==> src/rtl/data_mem_arbiter_pkg.sv <==
// Shared types and helpers for the data-memory arbiter: FSM state encoding,
// access-size encodings and the size-to-byte-count conversion.
package dmem_arb_pkg;

    typedef enum logic [2:0] {
        IDLE    = 3'd0,
        RD_WAIT = 3'd1,
        WR_ADDR = 3'd2,
        WR_DATA = 3'd3,
        RESPOND = 3'd4,
        ERROR   = 3'd5
    } arb_state_e;

    localparam logic [1:0] SZ_B = 2'd0;
    localparam logic [1:0] SZ_H = 2'd1;
    localparam logic [1:0] SZ_W = 2'd2;
    localparam logic [1:0] SZ_D = 2'd3;

    // Number of bytes touched by an access of the given size encoding.
    function automatic logic [3:0] size_bytes(input logic [1:0] size);
        logic [3:0] bytes;
        case (size)
            SZ_B:    bytes = 4'd1;
            SZ_H:    bytes = 4'd2;
            SZ_W:    bytes = 4'd4;
            SZ_D:    bytes = 4'd8;
            default: bytes = 4'd8;
        endcase
        return bytes;
    endfunction

endpackage

==> src/rtl/data_mem_arbiter_if.sv <==
// Bus bundles around the data-memory arbiter.
//  dmem_req_if : requester side (CPU fetch / load-store FSMs) plus the legal
//                address window. master = requesters, slave = arbiter.
//  dmem_mem_if : AXI-master request side. master = arbiter, slave = AXI master.
interface dmem_req_if #(
    parameter int N_REQ  = 2,
    parameter int ADDR_W = 64,
    parameter int DATA_W = 64
);
    logic [N_REQ-1:0]        req_valid;
    logic [N_REQ-1:0]        req_write;
    logic [N_REQ*ADDR_W-1:0] req_addr;
    logic [N_REQ*2-1:0]      req_size;
    logic [N_REQ*DATA_W-1:0] req_wdata;
    logic [N_REQ-1:0]        req_done;
    logic                    req_err;
    logic [DATA_W-1:0]       req_rdata;
    logic [ADDR_W-1:0]       dm_bottom;
    logic [ADDR_W-1:0]       dm_top;

    modport master (
        output req_valid, req_write, req_addr, req_size, req_wdata,
               dm_bottom, dm_top,
        input  req_done, req_err, req_rdata
    );

    modport slave (
        input  req_valid, req_write, req_addr, req_size, req_wdata,
               dm_bottom, dm_top,
        output req_done, req_err, req_rdata
    );
endinterface

interface dmem_mem_if #(
    parameter int ADDR_W = 64,
    parameter int DATA_W = 64
);
    logic              mem_read_request;
    logic              mem_write_request;
    logic [ADDR_W-1:0] mem_address;
    logic [1:0]        mem_size_select;
    logic [DATA_W-1:0] mem_write_data;
    logic [DATA_W-1:0] mem_read_data;
    logic              mem_read_ready;
    logic              mem_write_ready;
    logic              mem_write_finished;

    modport master (
        output mem_read_request, mem_write_request, mem_address,
               mem_size_select, mem_write_data,
        input  mem_read_data, mem_read_ready, mem_write_ready,
               mem_write_finished
    );

    modport slave (
        input  mem_read_request, mem_write_request, mem_address,
               mem_size_select, mem_write_data,
        output mem_read_data, mem_read_ready, mem_write_ready,
               mem_write_finished
    );
endinterface

==> src/rtl/data_mem_arbiter_rr_arbiter.sv <==
// Combinational rotate-priority picker. Searches the request vector starting
// one position after the last granted port, wrapping around, and returns the
// first hit as a one-hot vector and an index. Holds no state.
module rr_arbiter #(
    parameter int N_REQ = 2,
    parameter int IDX_W = (N_REQ > 1) ? $clog2(N_REQ) : 1
) (
    input  logic [N_REQ-1:0] req,
    input  logic [IDX_W-1:0] last_grant,
    output logic [N_REQ-1:0] grant_oh,
    output logic [IDX_W-1:0] grant_idx,
    output logic             grant_any
);

    int cand_s;

    // Rotating first-set search starting after last_grant.
    always_comb begin
        grant_oh  = '0;
        grant_idx = '0;
        grant_any = 1'b0;
        cand_s    = 0;
        for (int off = 1; off <= N_REQ; off++) begin
            cand_s = int'(last_grant) + off;
            if (cand_s >= N_REQ) begin
                cand_s = cand_s - N_REQ;
            end else begin
                cand_s = cand_s;
            end
            if (!grant_any && req[cand_s[IDX_W-1:0]]) begin
                grant_any                   = 1'b1;
                grant_oh[cand_s[IDX_W-1:0]] = 1'b1;
                grant_idx                   = cand_s[IDX_W-1:0];
            end else begin
                grant_any = grant_any;
            end
        end
    end

endmodule

==> src/rtl/data_mem_arbiter.sv <==
// Data-memory arbiter: shares one AXI-master request port between N_REQ
// requesters with round-robin grant, one transaction in flight, an address
// window check and a per-transaction timeout. All outputs are registered.
module data_mem_arbiter
    import dmem_arb_pkg::*;
#(
    parameter int N_REQ   = 2,
    parameter int ADDR_W  = 64,
    parameter int DATA_W  = 64,
    parameter int TIMEOUT = 1024
) (
    input  logic       clk,
    input  logic       rst,
    dmem_req_if.slave  req_bus,
    dmem_mem_if.master mem_bus
);

    localparam int IDX_W = (N_REQ > 1) ? $clog2(N_REQ) : 1;
    localparam int CNT_W = (TIMEOUT > 2) ? $clog2(TIMEOUT) : 1;
    localparam logic [IDX_W-1:0] LAST_PORT = IDX_W'(N_REQ - 1);
    localparam logic [CNT_W-1:0] TMO_LAST  = CNT_W'(TIMEOUT - 1);

    arb_state_e        state_r;
    logic [IDX_W-1:0]  last_grant_r;
    logic [IDX_W-1:0]  grant_r;
    logic [N_REQ-1:0]  grant_oh_r;
    logic [CNT_W-1:0]  tmo_cnt_r;

    logic [N_REQ-1:0]  grant_oh_s;
    logic [IDX_W-1:0]  grant_idx_s;
    logic              grant_any_s;

    logic [ADDR_W-1:0] sel_addr_s;
    logic [1:0]        sel_size_s;
    logic [DATA_W-1:0] sel_wdata_s;
    logic              sel_write_s;
    logic [ADDR_W:0]   len_s;
    logic [ADDR_W:0]   last_byte_s;
    logic              oob_s;
    logic              tmo_hit_s;
    logic [CNT_W-1:0]  tmo_sat_inc_s;

    rr_arbiter #(
        .N_REQ (N_REQ),
        .IDX_W (IDX_W)
    ) u_rr_arbiter (
        .req        (req_bus.req_valid),
        .last_grant (last_grant_r),
        .grant_oh   (grant_oh_s),
        .grant_idx  (grant_idx_s),
        .grant_any  (grant_any_s)
    );

    // One-hot mux of the winning port's request fields.
    always_comb begin
        sel_addr_s  = '0;
        sel_size_s  = 2'd0;
        sel_wdata_s = '0;
        sel_write_s = 1'b0;
        for (int i = 0; i < N_REQ; i++) begin
            sel_addr_s  = sel_addr_s  | (req_bus.req_addr[i*ADDR_W +: ADDR_W]  & {ADDR_W{grant_oh_s[i]}});
            sel_size_s  = sel_size_s  | (req_bus.req_size[i*2 +: 2]            & {2{grant_oh_s[i]}});
            sel_wdata_s = sel_wdata_s | (req_bus.req_wdata[i*DATA_W +: DATA_W] & {DATA_W{grant_oh_s[i]}});
            sel_write_s = sel_write_s | (req_bus.req_write[i] & grant_oh_s[i]);
        end
    end

    // Window check; the extra top bit makes an access that wraps past the
    // end of the address space compare as out of range.
    always_comb begin
        len_s       = {{(ADDR_W-3){1'b0}}, size_bytes(sel_size_s)};
        last_byte_s = {1'b0, sel_addr_s} + len_s - {{ADDR_W{1'b0}}, 1'b1};
        oob_s       = (sel_addr_s < req_bus.dm_bottom) ||
                      (last_byte_s > {1'b0, req_bus.dm_top});
    end

    // Timeout helpers: terminal-count flag and a saturating increment so a
    // late write-address accept cannot wrap the budget back to zero.
    always_comb begin
        tmo_hit_s = (tmo_cnt_r == TMO_LAST);
        if (tmo_hit_s) begin
            tmo_sat_inc_s = tmo_cnt_r;
        end else begin
            tmo_sat_inc_s = tmo_cnt_r + CNT_W'(1'b1);
        end
    end

    // Transaction FSM; owns every register and drives all outputs.
    always_ff @(posedge clk or posedge rst) begin
        if (rst) begin
            state_r                   <= IDLE;
            last_grant_r              <= LAST_PORT;
            grant_r                   <= '0;
            grant_oh_r                <= '0;
            tmo_cnt_r                 <= '0;
            req_bus.req_done          <= '0;
            req_bus.req_err           <= 1'b0;
            req_bus.req_rdata         <= '0;
            mem_bus.mem_read_request  <= 1'b0;
            mem_bus.mem_write_request <= 1'b0;
            mem_bus.mem_address       <= '0;
            mem_bus.mem_size_select   <= 2'd0;
            mem_bus.mem_write_data    <= '0;
        end else begin
            // Completion outputs are single-cycle pulses unless set below.
            req_bus.req_done  <= '0;
            req_bus.req_err   <= 1'b0;
            req_bus.req_rdata <= '0;
            case (state_r)
                IDLE: begin
                    if (grant_any_s) begin
                        grant_r                 <= grant_idx_s;
                        grant_oh_r              <= grant_oh_s;
                        tmo_cnt_r               <= '0;
                        mem_bus.mem_address     <= sel_addr_s;
                        mem_bus.mem_size_select <= sel_size_s;
                        mem_bus.mem_write_data  <= sel_wdata_s;
                        if (oob_s) begin
                            // Rejected without touching memory.
                            req_bus.req_done <= grant_oh_s;
                            req_bus.req_err  <= 1'b1;
                            state_r          <= ERROR;
                        end else if (sel_write_s) begin
                            mem_bus.mem_write_request <= 1'b1;
                            state_r                   <= WR_ADDR;
                        end else begin
                            mem_bus.mem_read_request <= 1'b1;
                            state_r                  <= RD_WAIT;
                        end
                    end else begin
                        state_r <= IDLE;
                    end
                end
                RD_WAIT: begin
                    if (mem_bus.mem_read_ready) begin
                        mem_bus.mem_read_request <= 1'b0;
                        req_bus.req_done         <= grant_oh_r;
                        req_bus.req_rdata        <= mem_bus.mem_read_data;
                        state_r                  <= RESPOND;
                    end else if (tmo_hit_s) begin
                        mem_bus.mem_read_request <= 1'b0;
                        req_bus.req_done         <= grant_oh_r;
                        req_bus.req_err          <= 1'b1;
                        state_r                  <= ERROR;
                    end else begin
                        tmo_cnt_r <= tmo_sat_inc_s;
                    end
                end
                WR_ADDR: begin
                    if (mem_bus.mem_write_ready) begin
                        tmo_cnt_r <= tmo_sat_inc_s;
                        state_r   <= WR_DATA;
                    end else if (tmo_hit_s) begin
                        mem_bus.mem_write_request <= 1'b0;
                        req_bus.req_done          <= grant_oh_r;
                        req_bus.req_err           <= 1'b1;
                        state_r                   <= ERROR;
                    end else begin
                        tmo_cnt_r <= tmo_sat_inc_s;
                    end
                end
                WR_DATA: begin
                    if (mem_bus.mem_write_finished) begin
                        mem_bus.mem_write_request <= 1'b0;
                        req_bus.req_done          <= grant_oh_r;
                        state_r                   <= RESPOND;
                    end else if (tmo_hit_s) begin
                        mem_bus.mem_write_request <= 1'b0;
                        req_bus.req_done          <= grant_oh_r;
                        req_bus.req_err           <= 1'b1;
                        state_r                   <= ERROR;
                    end else begin
                        tmo_cnt_r <= tmo_sat_inc_s;
                    end
                end
                RESPOND: begin
                    // Bubble cycle: no arbitration while req_done is visible.
                    last_grant_r <= grant_r;
                    state_r      <= IDLE;
                end
                ERROR: begin
                    last_grant_r <= grant_r;
                    state_r      <= IDLE;
                end
                default: begin
                    mem_bus.mem_read_request  <= 1'b0;
                    mem_bus.mem_write_request <= 1'b0;
                    state_r                   <= IDLE;
                end
            endcase
        end
    end

endmodule

==> src/flat_wrapper.sv <==
// flat-port wrapper written by rule: the top's interface ports become plain ports
module data_mem_arbiter_flat import dmem_arb_pkg::*;
#(
    parameter int N_REQ   = 2,
    parameter int ADDR_W  = 64,
    parameter int DATA_W  = 64,
    parameter int TIMEOUT = 1024
)
  (clk, rst, req_bus_req_valid, req_bus_req_write, req_bus_req_addr, req_bus_req_size, req_bus_req_wdata, req_bus_dm_bottom, req_bus_dm_top, req_bus_req_done, req_bus_req_err, req_bus_req_rdata, mem_bus_mem_read_request, mem_bus_mem_write_request, mem_bus_mem_address, mem_bus_mem_size_select, mem_bus_mem_write_data, mem_bus_mem_read_data, mem_bus_mem_read_ready, mem_bus_mem_write_ready, mem_bus_mem_write_finished);
  dmem_req_if #(.N_REQ(N_REQ), .ADDR_W(ADDR_W), .DATA_W(DATA_W)) req_bus_i ();
  dmem_mem_if #(.ADDR_W(ADDR_W), .DATA_W(DATA_W)) mem_bus_i ();
  input  logic clk;
  input  logic rst;
  input wire logic [$bits(req_bus_i.req_valid)-1:0] req_bus_req_valid;
  input wire logic [$bits(req_bus_i.req_write)-1:0] req_bus_req_write;
  input wire logic [$bits(req_bus_i.req_addr)-1:0] req_bus_req_addr;
  input wire logic [$bits(req_bus_i.req_size)-1:0] req_bus_req_size;
  input wire logic [$bits(req_bus_i.req_wdata)-1:0] req_bus_req_wdata;
  input wire logic [$bits(req_bus_i.dm_bottom)-1:0] req_bus_dm_bottom;
  input wire logic [$bits(req_bus_i.dm_top)-1:0] req_bus_dm_top;
  output wire logic [$bits(req_bus_i.req_done)-1:0] req_bus_req_done;
  output wire logic [$bits(req_bus_i.req_err)-1:0] req_bus_req_err;
  output wire logic [$bits(req_bus_i.req_rdata)-1:0] req_bus_req_rdata;
  output wire logic [$bits(mem_bus_i.mem_read_request)-1:0] mem_bus_mem_read_request;
  output wire logic [$bits(mem_bus_i.mem_write_request)-1:0] mem_bus_mem_write_request;
  output wire logic [$bits(mem_bus_i.mem_address)-1:0] mem_bus_mem_address;
  output wire logic [$bits(mem_bus_i.mem_size_select)-1:0] mem_bus_mem_size_select;
  output wire logic [$bits(mem_bus_i.mem_write_data)-1:0] mem_bus_mem_write_data;
  input wire logic [$bits(mem_bus_i.mem_read_data)-1:0] mem_bus_mem_read_data;
  input wire logic [$bits(mem_bus_i.mem_read_ready)-1:0] mem_bus_mem_read_ready;
  input wire logic [$bits(mem_bus_i.mem_write_ready)-1:0] mem_bus_mem_write_ready;
  input wire logic [$bits(mem_bus_i.mem_write_finished)-1:0] mem_bus_mem_write_finished;
  assign req_bus_i.req_valid = req_bus_req_valid;
  assign req_bus_i.req_write = req_bus_req_write;
  assign req_bus_i.req_addr = req_bus_req_addr;
  assign req_bus_i.req_size = req_bus_req_size;
  assign req_bus_i.req_wdata = req_bus_req_wdata;
  assign req_bus_i.dm_bottom = req_bus_dm_bottom;
  assign req_bus_i.dm_top = req_bus_dm_top;
  assign req_bus_req_done = req_bus_i.req_done;
  assign req_bus_req_err = req_bus_i.req_err;
  assign req_bus_req_rdata = req_bus_i.req_rdata;
  assign mem_bus_mem_read_request = mem_bus_i.mem_read_request;
  assign mem_bus_mem_write_request = mem_bus_i.mem_write_request;
  assign mem_bus_mem_address = mem_bus_i.mem_address;
  assign mem_bus_mem_size_select = mem_bus_i.mem_size_select;
  assign mem_bus_mem_write_data = mem_bus_i.mem_write_data;
  assign mem_bus_i.mem_read_data = mem_bus_mem_read_data;
  assign mem_bus_i.mem_read_ready = mem_bus_mem_read_ready;
  assign mem_bus_i.mem_write_ready = mem_bus_mem_write_ready;
  assign mem_bus_i.mem_write_finished = mem_bus_mem_write_finished;
  data_mem_arbiter #(.N_REQ(N_REQ), .ADDR_W(ADDR_W), .DATA_W(DATA_W), .TIMEOUT(TIMEOUT)) u_core (.clk(clk), .rst(rst), .req_bus(req_bus_i), .mem_bus(mem_bus_i));
endmodule
==> config.mk <==
export PLATFORM = sky130hd
export DESIGN_NAME = data_mem_arbiter_flat
export DESIGN_NICKNAME = d
export VERILOG_FILES = /design/src/rtl/data_mem_arbiter_pkg.sv /design/src/rtl/data_mem_arbiter_if.sv /design/src/rtl/data_mem_arbiter_rr_arbiter.sv /design/src/rtl/data_mem_arbiter.sv /design/src/flat_wrapper.sv
export SDC_FILE = /design/constraint.sdc
export NUM_CORES = 1
export LEC_CHECK = 0
export ABC_CLOCK_PERIOD_IN_PS = 8570
export CAP_MARGIN = 10
export CORE_AREA = 2 2 255 257
export DETAILED_ROUTE_END_ITERATION = 7
export DIE_AREA = 0 0 257 259
export PLACE_DENSITY = 0.5
export SLEW_MARGIN = 20
export SYNTH_ARGS = -nofsm -noshare
export SYNTH_HDL_FRONTEND = slang
export SYNTH_SLANG_ARGS = --single-unit
==> constraint.sdc <==
create_clock -name clk -period 8.57 [get_ports clk]
set_input_delay 0.857 -clock clk [delete_from_list [all_inputs] [get_ports clk]]
set_output_delay 0.857 -clock clk [all_outputs]
set_load 0.005 [all_outputs]
==> impl_metrics.tcl, run 1 <==
set metrics [dict create \
    crit_required_ns 9.04 \
    antenna_found_initial 21 \
    yosys-top-cells-area "dfrtp_1 35%, ha_1 16%, inv_1 6.9%" \
    syn_to_final_growth_pct 55.2 \
    place.gp.congestion 0.923 \
    vdd_ir_drop_max_mv 0.164 \
    final_common_cell "clkdlybuf4s50_1" \
    cp_data_arrival_time_ns 7.47 \
    p_sw_w 0.00264 \
    synth_edf_count 0 \
    clkSinkCount 216 \
    cts.path.max_buffers 3 \
    synth_top_area_cell "dfrtp_1" \
    utilization_pct 37.5 \
    placementRows 93 \
    grt_pass1_wl_um 103000 \
    fin_crit_sh_pct 81.7 \
    die_w_um 257 \
    clk_pin_slew_ns 0.06 \
    start_kind "input pin" \
    pwr-share-seq_pct 24.4 \
    coreArea_um2 63900 \
    drive_above_1_share_pct 3.79 \
    skew_ns 0.0246 \
    nets 3034 \
    start_util_pct 24.2 \
    yosysUniqueCellTypes 73 \
    worst-path-max-fanout 41 \
    drc 6 \
    synth_flop_cell "dfrtp_1" \
    synth_top_cell_area_share_pct 34.8 \
    fill_cells 6451 \
    cts_resized 0 \
    drtPass1Iterations 8 \
    p_int_w 0.00388 \
    wl_per_cell_um 21.7 \
    numPortBuffers 659 \
    cts_tree "yes" \
    critPathBufInv 4 \
    switching_share_pct 40.5 \
    grtUsageTotal_pct 20.5 \
    slowest_delay_ns 0.67 \
    cts_setup_buffers 0 \
    insertion_delay_ns 0.60 \
    fin_total_pwr_w 0.00652 \
    clock_power_share_pct 18.6 \
    worst_path_max_delay_cell "clkdlybuf4s50_1" \
    p_leak_nw 11.6 \
    drt-met1-wl_um 29700 \
    tightest_slew_ns 0.980 \
    syn_area_per_cell_um2 8.85 \
    die-area_um2 66600 \
    status "finished, violations left" \
    vias 15600 \
    worst-setup-path-type "in -> reg" \
    rsz0062_at_grt "false" \
    drt-vias-per-instance 4.77 \
    drtIter0Drc 1051 \
    postRouteAntennaNets 0 \
    fin_crit_ns 7.00 \
    top_layer_used "met5" \
    timing.fmax_mhz 143 \
    hpwlAfterDp_um 59200 \
    layout_common_cells "659 x clkdlybuf4s50_1, 281 x inv_1, 215 x dfrtp_1" \
    timing.critical_path.mode_cell "nand3_1" \
    relSlewSlack_pct 34.7 \
    syn_inst 1745 \
    ys_ff_latch 216 \
    syn_nets 2400 \
    cts_max_level 1 \
    grt_pass1_vias 15800 \
    die_h_um 259 \
    violations "design-rule violations" \
    setup_viol 0 \
    grt_max_degree 124 \
    wl_met3_um 5580 \
    ys.warnings.count 0 \
    holdCritPathClass "reg -> reg" \
    powerDensity_nw_per_um2 272 \
    grt.overflow.total 0 \
    clock_tree.root_cell "clkbuf_16" \
    maxCapViolations 0 \
    synth_sequential_area_ratio_pct 35.0 \
    endpoint_kind "flip-flop" \
    async_flop_share_pct 100 \
    path_delay_family "simple AND/OR/NAND/NOR gates" \
    p_comb_share_pct 57.0 \
    holdBufCountCts 0 \
    num_io_pins 660 \
    dr_wl_met2_um 34100 \
    numCtsBuffers 28 \
    syn_area_um2 15400 \
    maxSlewViolCount 0 \
    tns_ns 0 \
    totalWireLength_um 71000 \
    hold_violations 0 \
]
==> flip-flops by register name (all words and copies together), names as in the netlist <==
signal / count
u_core.mem_bus.mem_address: 64
u_core.mem_bus.mem_write_data: 64
u_core.req_bus.req_rdata: 64
u_core.tmo_cnt_r: 10
u_core.state_r: 3
u_core.grant_oh_r: 2
u_core.mem_bus.mem_size_select: 2
u_core.req_bus.req_done: 2
u_core.grant_r: 1
u_core.last_grant_r: 1
u_core.mem_bus.mem_read_request: 1
u_core.mem_bus.mem_write_request: 1
u_core.req_bus.req_err: 1
==> kinds of logic (layout without fill, tap and decap cells) <==
group / after synthesis / count (layout) / share of synthesized area, %
buffers and inverters: 350 / 1006 / 8.52
DFF: 216 / 216 / 35.0
and+or+nand+nor: 367 / 367 / 12.1
other: 0 / 7 / 0
adders and majority gates: 195 / 195 / 15.8
AOI/OAI and AO/OA: 550 / 550 / 24.7
xor gates and xnor gates: 65 / 65 / 3.69
muxes: 2 / 2 / 0.138
==> worst reg2reg max path, delay by kind of cell (launching register included) <==
kind,cells,cell delay (ns)
buffers and inverters,3,0.66
AOI/OAI and AO/OA,9,1.92
and+or+nand+nor,9,2.45
DFF,1,0.56
xor gates and xnor gates,1,0.14
adders and majority gates,2,0.74
==> through the flow <==
stage	instance area, um2	setup slack (ns)	hold slack [ns]	instances
2_1_floorplan	15400	1.81	0.444	1745
3_3_place_gp	23000	1.04	0.464	3203
3_5_place_dp	23000	0.954	0.465	3203
4_1_cts	23900	1.55	0.478	3255
5_1_grt	24000	1.07	0.504	3260
6_report	24000	1.57	0.479	3263
==> cell usage after synthesis, types with 3 or more instances <==
cell type and number:
a211oi_1 7, dfrtp_1 215, and3_1 10, a21oi_1 115, nand2b_1 12, o21bai_1 12
or3_1 3, o21a_1 10, inv_1 282, a22oi_1 67, nor2_1 61, a21o_1 91
buf_1 9, a222oi_1 64, ha_1 193, clkbuf_1 57, a2111oi_0 3, o211ai_1 6
nand4_1 45, and2_1 71, nor3_1 11, xor2_1 25, a31o_2 4, a31oi_1 7
a22o_1 4, o21ai_0 106, a311oi_1 3, and4_1 3, o221ai_1 3, or2_2 4
o21ai_1 9, nand3_1 12, a21boi_1 4, nand2_1 114, xnor2_1 40, o31ai_1 4
nor2b_1 11
==> layout make-up <==
class	count	area, um2	area share, %
clock inverter	10	114	0.475
multi-input combinational	1179	8750	36.5
inverter	282	1070	4.45
antenna	7	17.5	0.0731
sequential	216	5410	22.6
timing repair buffer	672	6710	28.0
clock buffer	42	833	3.48
tap	855	1070	4.46
==> layer usage <==
metal	vias up	global-route usage (%)
met5	-	0
met4	16	4.49
met3	93	5.58
met2	496	34.6
met1	7471	25.9
li1	7479	-
==> worst paths after layout <==
path                                                          startpoint                                       endpoint  slack [ns]  cells past startpoint
max in group asynchronous                                            rst               u_core.grant_oh_r[1]$_DFFE_PP0P_        5.73                      4
min                        u_core.mem_bus.mem_size_select[0]$_DFFE_PP0P_  u_core.mem_bus.mem_size_select[0]$_DFFE_PP0P_        0.48                      2
min reg2reg                u_core.mem_bus.mem_size_select[0]$_DFFE_PP0P_  u_core.mem_bus.mem_size_select[0]$_DFFE_PP0P_        0.48                      2
max                                                 req_bus_req_valid[0]           u_core.req_bus.req_done[1]$_DFF_PP0_        1.57                     25
min in group asynchronous                                            rst     u_core.mem_bus.mem_address[42]$_DFFE_PP0P_        0.82                      2
max reg2reg                              u_core.last_grant_r$_DFFE_PP1P_           u_core.req_bus.req_done[1]$_DFF_PP0_        1.98                     24
==> power by group through the flow <==
| stage | clock network, W | registers (W) | logic [W] |
|---|---|---|---|
| finish | 0.00121 | 0.00159 | 0.00372 |
| global route | 0.00129 | 0.00163 | 0.00412 |
| CTS | 0.00126 | 0.00159 | 0.00374 |
| detailed placement | 0 | 0.00161 | 0.00372 |
| global placement | 0 | 0.00159 | 0.00369 |
| floorplan | 0 | 0.00158 | 0.00207 |
Note: power is estimated with default switching activity, not from simulation.
==> inputs of run 2 (changes only) <==
--- a/config.mk
+++ b/config.mk
@@ -5,7 +5,7 @@
 export SDC_FILE = /design/constraint.sdc
 export NUM_CORES = 1
 export LEC_CHECK = 0
-export ABC_CLOCK_PERIOD_IN_PS = 8570
+export ABC_CLOCK_PERIOD_IN_PS = 6900
 export CAP_MARGIN = 10
 export CORE_AREA = 2 2 255 257
 export DETAILED_ROUTE_END_ITERATION = 7
==> constraint.sdc (replaced) <==
create_clock -name clk -period 6.9 [get_ports clk]
set_input_delay 0.69 -clock clk [delete_from_list [all_inputs] [get_ports clk]]
set_output_delay 0.69 -clock clk [all_outputs]
set_load 0.005 [all_outputs]
==> run 2 against run 1 <==
  * The run now ends clean
  * First-iteration DRC count is 2.1% higher
  * Final cell count is 2.1% higher
  * Count of clock-buffer cells in the layout is 3 higher
  * Utilization is 0.90 points higher
  * Clock power is 32% higher
  * Routed wire length is 1.1% higher
  * Global-route usage is 0.27 points higher
  * Flip-flop and latch count stayed put
  * Sequential share of layout area is 0.53 points lower
  * Register-to-register slack worse by 1.4 ns
  * Non-clock buffer count is 65 higher
  * Critical endpoint is now u_core.req_bus.req_done[0]$_DFF_PP0_
  * Largest power group unchanged
==> impl_metrics.tcl, run 2 (synthesis gave the netlist of run 1 again) <==
set metrics [dict create \
    status "completed" \
    totalWireLength_um 71700 \
    wl_per_cell_um 21.5 \
    place.gp.congestion 0.900 \
    drtPass1Iterations 7 \
    path_delay_family "compound AO/OA/AOI/OAI gates" \
    postRouteAntennaNets 0 \
    grt_pass1_wl_um 105000 \
    coreArea_um2 63900 \
    clock_tree.root_cell "clkbuf_16" \
    switching_share_pct 39.8 \
    antenna_found_initial 25 \
    cts_max_level 1 \
    drt-vias-per-instance 4.76 \
    grtUsageTotal_pct 20.7 \
    worst-setup-path-type "in -> reg" \
    die_w_um 257 \
    holdCritPathClass "reg -> reg" \
    p_int_w 0.00504 \
    cts.path.max_buffers 3 \
    rsz0062_at_grt "false" \
    reg.largest.list "u_core.mem_bus.mem_address: 64 flops, u_core.mem_bus.mem_write_data: 64 flops, u_core.req_bus.req_rdata: 64 flops" \
    pre_cts_slack_ns -0.326 \
    placed_area_um2 23500 \
    fill_cells 6495 \
    vias 15900 \
    slowest_delay_ns 0.55 \
    worst-path-max-fanout 8 \
    timing.fmax_mhz 156 \
    cts_tree "yes" \
    seq_area_um2 5410 \
    grt_pass1_vias 16400 \
    tightest_slew_ns 0.928 \
    start_kind "input pin" \
    multi_input_area_um2 8770 \
    drive_above_1_share_pct 6.36 \
    num_io_pins 660 \
    grt_max_degree 118 \
    drc 0 \
    crit_required_ns 7.38 \
    fin_crit_sh_pct 92.8 \
    die-area_um2 66600 \
    finalInstanceArea_um2 24500 \
    die_h_um 259 \
    worst_path_max_delay_cell "clkdlybuf4s50_1" \
    setup_viol 0 \
    placementRows 93 \
    powerDensity_nw_per_um2 341 \
    critPathBufInv 4 \
    maxSlewViolCount 0 \
    setup_ws_ns 0.497 \
    relSlewSlack_pct 38.1 \
    maxCapViolations 0 \
    hpwlAfterDp_um 60100 \
    clkSinkCount 216 \
    p_comb_share_pct 57.1 \
    vdd_ir_drop_max_mv 0.199 \
    clock_power_share_pct 19.1 \
    tns_ns 0 \
    fin_crit_ns 6.40 \
    insertion_delay_ns 0.59 \
    endpoint_kind "flip-flop" \
    syn_to_final_growth_pct 58.9 \
    pwr-share-seq_pct 23.8 \
    start_util_pct 24.2 \
    hold_violations 0 \
    grt.overflow.total 0 \
    numPortBuffers 659 \
    cp_data_arrival_time_ns 6.88 \
    final_common_cell "clkdlybuf4s50_1" \
    p_leak_nw 11.9 \
    p_sw_w 0.00333 \
    skew_ns 0.0173 \
    drtIter0Drc 1073 \
    nets 3100 \
    numCtsBuffers 29 \
    layout_common_cells "659 x clkdlybuf4s50_1, 281 x inv_1, 215 x dfrtp_1" \
    clk_pin_slew_ns 0.06 \
]
[run 2: cell types whose count changed in the layout (fill, tap and decap cells not counted), moves of 2 or more]
cell and delta:
clkinvlp_4 +3, inv_6 -2, diode_2 +3, clkinv_2 -3, clkbuf_1 +2, bufinv_16 +2, buf_4 +64
[run 2: power by group through the flow]
stage / Clock (W) / Combinational, W / Sequential [W]
CTS: 0.00164 / 0.00480 / 0.00199
global placement: 0 / 0.00474 / 0.00199
global route: 0.00170 / 0.00529 / 0.00204
floorplan: 0 / 0.00257 / 0.00197
detailed placement: 0 / 0.00478 / 0.00200
finish: 0.00160 / 0.00478 / 0.00199
[run 2: stage by stage]
step | hold WS (ns) | std cells | util [%] | total power (W)
finish | 0.480 | 3333 | 38.4 | 0.00837
CTS | 0.479 | 3322 | 38.3 | 0.00844
global route | 0.498 | 3330 | 38.4 | 0.00904
global placement | 0.459 | 3268 | 36.8 | 0.00672
floorplan | 0.444 | 1745 | - | 0.00454
detailed placement | 0.466 | 3268 | 36.8 | 0.00678
[run 2: metal layers]
layer	part of all wire (%)	global-route usage, %	up-vias
met1	41	25.2	7624
met4	2.6	6.04	16
met5	0.12	0	-
met3	9.0	7.29	93
met2	47	34.5	521
li1	-	-	7607
[run 2: final timing paths]
path | from | end | slack [ns] | cells after the start
setup / recovery | req_bus_req_valid[0] | u_core.req_bus.req_done[0]$_DFF_PP0_ | 0.50 | 29
hold / removal | u_core.grant_r$_DFFE_PP0P_ | u_core.grant_r$_DFFE_PP0P_ | 0.48 | 1
setup reg to reg | u_core.last_grant_r$_DFFE_PP1P_ | u_core.req_bus.req_done[0]$_DFF_PP0_ | 0.54 | 27
hold reg to reg | u_core.grant_r$_DFFE_PP0P_ | u_core.grant_r$_DFFE_PP0P_ | 0.48 | 1
max in group asynchronous | rst | u_core.req_bus.req_rdata[60]$_DFF_PP0_ | 4.77 | 3
min in group asynchronous | rst | u_core.mem_bus.mem_address[56]$_DFFE_PP0P_ | 0.66 | 2
[run 2: worst register-to-register path, cell delays in order, from the launching register on]
cell,delay (ns)
dfstp_2,0.56
nand2b_1,0.13
and2_4,0.24
a22oi_1,0.12
or2_2,0.32
ha_1,0.27
inv_1,0.05
ha_1,0.33
o211ai_2,0.10
o211a_1,0.26
o32a_1,0.44
nor3_4,0.19
o21ai_2,0.11
and2_4,0.17
o21ai_4,0.21
a211oi_2,0.13
o41ai_2,0.37
xor2_1,0.18
ha_1,0.26
a21o_1,0.16
a21oi_1,0.20
nand3b_1,0.13
a211oi_1,0.22
o21ai_0,0.12
a211o_1,0.24
o211ai_1,0.27
o2111ai_4,0.26
a22o_1,0.25
[run 2: layout make-up]
cell class / instances / share of cell area, %
multi-input combinational: 1179 / 35.7
timing repair buffer: 737 / 29.3
sequential: 216 / 22.0
tap: 855 / 4.36
inverter: 282 / 4.34
clock buffer: 45 / 3.53
clock inverter: 9 / 0.591
antenna: 10 / 0.102
[run 2: timing repair]
action	4_1_cts	5_1_grt
setup endpoints to repair	0	8
setup buffers	0	1
hold endpoints to repair	0	0
resized for setup	0	3
hold buffers	0	0
